$ cat src/rtl/game_countdown_timer.sv
// Round countdown timer: loads GAME_SECONDS on a game_active rising edge, counts down
// once per CLK_HZ clocks, pulses timer_expired at zero and exports binary/BCD/warning.
module game_countdown_timer #(
    parameter int CLK_HZ       = 100000000,
    parameter int GAME_SECONDS = 30,
    parameter int WARN_SECONDS = 5
) (
    input  logic       clkIn,
    input  logic       reset,
    input  logic       game_active,
    output logic       timer_expired,
    output logic [5:0] seconds_left,
    output logic [3:0] bcd_tens,
    output logic [3:0] bcd_ones,
    output logic       counting,
    output logic       warning
);

    localparam int              PS_W     = (CLK_HZ > 1) ? $clog2(CLK_HZ) : 1;
    localparam logic [PS_W-1:0] PS_MAX   = PS_W'(CLK_HZ - 1);
    localparam logic [5:0]      GAME_V   = 6'(GAME_SECONDS);
    localparam logic [5:0]      WARN_V   = 6'((WARN_SECONDS > 63) ? 63 : WARN_SECONDS);
    localparam logic [3:0]      RST_TENS = 4'(GAME_SECONDS / 10);
    localparam logic [3:0]      RST_ONES = 4'(GAME_SECONDS % 10);

    localparam logic [1:0] S_IDLE    = 2'd0;
    localparam logic [1:0] S_COUNT   = 2'd1;
    localparam logic [1:0] S_EXPIRED = 2'd2;

    logic [1:0]      r_state;
    logic [PS_W-1:0] r_prescale;
    logic            r_active_d;
    logic [5:0]      r_seconds;
    logic [3:0]      r_tens;
    logic [3:0]      r_ones;
    logic            r_expired;
    logic            r_counting;
    logic            r_warning;

    logic            w_start;
    logic [1:0]      w_state_nxt;
    logic [PS_W-1:0] w_pre_nxt;
    logic [5:0]      w_sec_nxt;
    logic            w_exp_nxt;
    logic [5:0]      w_rem;
    logic [3:0]      w_tens_nxt;
    logic [3:0]      w_ones_nxt;
    logic            w_warn_nxt;

    assign w_start = game_active & ~r_active_d;

    always_comb begin
        w_state_nxt = r_state;
        w_pre_nxt   = r_prescale;
        w_sec_nxt   = r_seconds;
        w_exp_nxt   = 1'b0;
        case (r_state)
            S_IDLE, S_EXPIRED: begin
                if (w_start) begin
                    w_state_nxt = S_COUNT;
                    w_pre_nxt   = '0;
                    w_sec_nxt   = GAME_V;
                end
            end
            S_COUNT: begin
                if (w_start) begin
                    w_pre_nxt = '0;
                    w_sec_nxt = GAME_V;
                end else if (!game_active) begin
                    w_state_nxt = S_IDLE;
                    w_pre_nxt   = '0;
                end else if (r_prescale == PS_MAX) begin
                    w_pre_nxt = '0;
                    if (r_seconds != 6'd0) w_sec_nxt = r_seconds - 6'd1;
                    if (r_seconds <= 6'd1) begin
                        w_state_nxt = S_EXPIRED;
                        w_exp_nxt   = 1'b1;
                    end
                end else begin
                    w_pre_nxt = r_prescale + PS_W'(1);
                end
            end
            default: begin
                w_state_nxt = S_IDLE;
                w_pre_nxt   = '0;
            end
        endcase
    end

    // Repeated compare/subtract of ten; six passes cover 0..63.
    always_comb begin
        w_rem      = w_sec_nxt;
        w_tens_nxt = '0;
        for (int unsigned i = 0; i < 6; i++) begin
            if (w_rem >= 6'd10) begin
                w_rem      = w_rem - 6'd10;
                w_tens_nxt = w_tens_nxt + 4'd1;
            end
        end
        w_ones_nxt = w_rem[3:0];
        w_warn_nxt = (w_state_nxt == S_COUNT) && (w_sec_nxt != 6'd0) && (w_sec_nxt <= WARN_V);
    end

    // active_d resets high so a level still high after reset is not taken as a new start.
    always_ff @(posedge clkIn or negedge reset) begin
        if (!reset) begin
            r_state    <= S_IDLE;
            r_prescale <= '0;
            r_active_d <= 1'b1;
            r_seconds  <= GAME_V;
            r_tens     <= RST_TENS;
            r_ones     <= RST_ONES;
            r_expired  <= 1'b0;
            r_counting <= 1'b0;
            r_warning  <= 1'b0;
        end else begin
            r_state    <= w_state_nxt;
            r_prescale <= w_pre_nxt;
            r_active_d <= game_active;
            r_seconds  <= w_sec_nxt;
            r_tens     <= w_tens_nxt;
            r_ones     <= w_ones_nxt;
            r_expired  <= w_exp_nxt;
            r_counting <= (w_state_nxt == S_COUNT);
            r_warning  <= w_warn_nxt;
        end
    end

    assign timer_expired = r_expired;
    assign seconds_left  = r_seconds;
    assign bcd_tens      = r_tens;
    assign bcd_ones      = r_ones;
    assign counting      = r_counting;
    assign warning       = r_warning;

endmodule

$ cat config.mk
export PLATFORM = sky130hd
export DESIGN_NAME = game_countdown_timer
export DESIGN_NICKNAME = d
export VERILOG_FILES = /design/src/rtl/game_countdown_timer.sv
export SDC_FILE = /design/constraint.sdc
export NUM_CORES = 1
export LEC_CHECK = 0
export ABC_AREA = 1
export CAP_MARGIN = 0
export CORE_MARGIN = 2
export CORE_UTILIZATION = 35
export DETAILED_ROUTE_END_ITERATION = 12
export SLEW_MARGIN = 20
export SYNTH_ARGS = -nofsm -noshare
export SYNTH_HDL_FRONTEND = slang
export SYNTH_SLANG_ARGS = --single-unit
export TNS_END_PERCENT = 50
$ cat constraint.sdc
create_clock -name clkIn -period 6.8 [get_ports clkIn]
set_clock_uncertainty 0.2 [all_clocks]
set_input_delay 1.36 -clock clkIn [delete_from_list [all_inputs] [get_ports clkIn]]
set_output_delay 1.36 -clock clkIn [all_outputs]
set_load 0.005 [all_outputs]
==> results.sh <==
export IMPL_status="completed"
export IMPL_n_antenna_cell=0
export IMPL_dp_hpwl_mm=6.85
export IMPL_die_width_um=110
export IMPL_drt_met1_wl_mm=4.22
export IMPL_layout_common_cells="nand2_1, inv_1, nor2_1"
export IMPL_synth_area_leader_cell="dfrtp_1"
export IMPL_setup_tns_ns=0
export IMPL_slew_violations=0
export IMPL_reg2reg_from="r_prescale[0]$_DFFE_PN0P_"
export IMPL_regArea_um2=1160
export IMPL_core_um2=10900
export IMPL_die_area_um2=12100
export IMPL_stdcell_count=732
export IMPL_dp_cells=721
export IMPL_reg2reg_depth=47
export IMPL_ctsHoldBuffers=0
export IMPL_reg2reg_to="bcd_tens[2]$_DFF_PN0_"
export IMPL_track_usage_pct=15.8
export IMPL_end_kind="flip-flop"
export IMPL_synth_edf_count=0
export IMPL_hold_viol=0
export IMPL_min_to="r_prescale[20]$_DFFE_PN0P_"
export IMPL_placementRows=38
export IMPL_cts_tree="built"
export IMPL_first_pass_iters=4
export IMPL_drive_above_1_share_pct=19.9
export IMPL_slowest_stage="clkdlybuf4s50_1"
export IMPL_worstPathRequired_ns=6.78
export IMPL_hold_path_depth=1
export IMPL_viasPerCell=4.80
export IMPL_fmax_mhz=155
export IMPL_synthCells=561
export IMPL_io_buffers=19
export IMPL_wl_per_cell_um=12.2
export IMPL_synth_area_um2=3950
export IMPL_ys_seq_area_share_pct=29.4
export IMPL_floorplan_initialDensity_pct=36.1
export IMPL_wirelength_mm=8.90
export IMPL_criticalPathCategory="in -> reg"
export IMPL_multi_input_area_um2=2490
export IMPL_clk_latency_ns=0.28
export IMPL_max_stage_delay_ns=0.48
export IMPL_arrival_ns=6.41
export IMPL_die_y_um=110
export IMPL_nNetsFinal=609
export IMPL_crit_path_start_kind="input port"
export IMPL_crit_fanout=8
export IMPL_period_minus_slack_ns=6.43
export IMPL_grt_pass1_vias=3450
export IMPL_path_common_cell="nand2_1"
export IMPL_worst_pin_slew_ns=0.946
export IMPL_synth_seq_cells=46
export IMPL_max_slew_margin_rel_pct=36.7
export IMPL_synthFlopType="dfrtp_1"
export IMPL_antenna_found_initial=0
export IMPL_min_from="r_prescale[20]$_DFFE_PN0P_"
export IMPL_yosys_warnings=0
export IMPL_path_delay_family="simple AND/OR/NAND/NOR gates"
export IMPL_clk_pin_slew_worst_paths_ns=0.07
export IMPL_wl_met3_um=203
export IMPL_synthTopCellsByArea="dfrtp_1, nand2_1, inv_1"
export IMPL_drtIter0Drc=173
export IMPL_synthArstFlopShare_pct=100
export IMPL_cts_root_buf="clkbuf_16"
export IMPL_period_share_pct=94.6
export IMPL_setup_viol=0
export IMPL_vias=3517
export IMPL_clkSinkCount=46
export IMPL_pwr_density_cell_nw_per_um2=569
export IMPL_htreeDepth=2
export IMPL_crit_buf_inv=8
export IMPL_final_area_um2=4590
export IMPL_cap_viol_max_count=0
export IMPL_synth_top_cell_area_share_pct=24.7
export IMPL_yosys_cell_types_count=45
export IMPL_rrSetupSlack_ns=1.06
export IMPL_p_leak_nw=2.21
export IMPL_clockBufferDepth=2
export IMPL_io_pins=20
export IMPL_grt_overflow=0
export IMPL_drc_errors=0
export IMPL_area_delta_synth_final_pct=16.1
export IMPL_rsz0062_at_grt="false"
export IMPL_syn_nets=579
export IMPL_ant_nets=0
export IMPL_grt_max_degree=47
export IMPL_grt_pass1_wl_mm=15.5
export IMPL_route_met2_wl_mm=4.34
export IMPL_fillers=1147
export IMPL_final_common_cell="nand2_1"
export IMPL_peakVddDrop_uv=429
export IMPL_place_congestion=0.862
export IMPL_hp_class="reg -> reg"
export IMPL_top_layer_used="met4"
export IMPL_cts_buffers=5
export IMPL_placed_cell_area_um2=4330
export IMPL_syn_area_per_cell_um2=7.04
[sequential cells by signal (all words and copies together), names as in the netlist]
| register | count |
|---|---|
| bcd_ones | 4 |
| bcd_tens | 4 |
| counting | 1 |
| r_active_d | 1 |
| r_prescale | 27 |
| r_state | 2 |
| seconds_left | 5 |
| timer_expired | 1 |
| warning | 1 |
[metal layers]
metal	GRT usage (%)	vias to the layer above
met2	27.3	48
met4	4.91	0
met3	1.94	13
li1	-	1825
met5	0	-
met1	20.5	1631
[layout make-up]
class	instances	area share, %
Multi-Input combinational cell	418	54.2
Sequential cell	46	25.3
Inverter	94	7.69
Timing Repair Buffer	26	5.24
Tap cell	140	3.82
Clock buffer	5	2.73
Clock inverter	3	0.982
[cells by family after synthesis]
logic type	share of synthesized area [%]
AND/OR/NAND/NOR	42.3
buffers and inverters	9.41
AO/OA/AOI/OAI	9.03
flip-flops	29.4
XOR/XNOR	5.10
adder cells (fa/ha/maj)	4.75
[where the power goes]
part	leakage [nW]	internal, mW	total (mW)	switching (mW)
logic	1.53	0.737	1.97	1.24
clock network	0.0760	0.173	0.280	0.107
registers	0.606	0.339	0.356	0.0172
[repair_timing]
action / in CTS / in global routing
setup buffers: 0 / 2
resized for setup: 0 / 12
setup endpoints to repair: 0 / 5
[synth_stat cells, types with 2 or more instances]
library cell and instances:
nand3b_1 3, clkbuf_1 3, nor4_1 2, nand2_4 15
clkinv_1 3, xor2_1 16, inv_2 15, a21oi_1 19
inv_1 76, o22ai_1 3, nor2_1 63, nand2_1 139
nor2_2 3, nand4_1 14, nand3_4 3, xnor2_1 7
nand3_1 30, o21ai_2 5, o21a_1 2, o21ai_0 12
dfrtp_1 39, nand4_2 2, o21ai_1 3, nor3_1 9
nand3_2 4, nand2_2 26, ha_1 15, nor2_4 6
nor2_8 2, dfstp_2 7
[how the worst max path moves through the flow]
stage                start  slack (ns)  cells after the start               endpoint
2_1_floorplan  game_active        0.67                     42  bcd_tens[2]$_DFF_PN0_
4_1_cts        game_active        0.16                     45  bcd_tens[2]$_DFF_PN0_
5_1_grt        game_active        0.01                     41  bcd_tens[2]$_DFF_PN0_
3_5_place_dp   game_active       -0.15                     45  bcd_tens[2]$_DFF_PN0_
3_3_place_gp   game_active        0.13                     43  bcd_tens[2]$_DFF_PN0_
6_report       game_active        0.37                     45  bcd_tens[2]$_DFF_PN0_
[stage by stage]
step	util (%)	power, mW	setup WS [ns]	hold WS (ns)
after floorplan	-	1.95	0.672	0.282
after global placement	39.6	2.22	0.129	0.303
after detailed placement	39.6	2.29	-0.148	0.306
after CTS	41.1	2.58	0.156	0.316
after global routing	41.9	2.92	0.00968	0.344
final	41.9	2.61	0.368	0.319
Power figures use the tool's default switching activity.
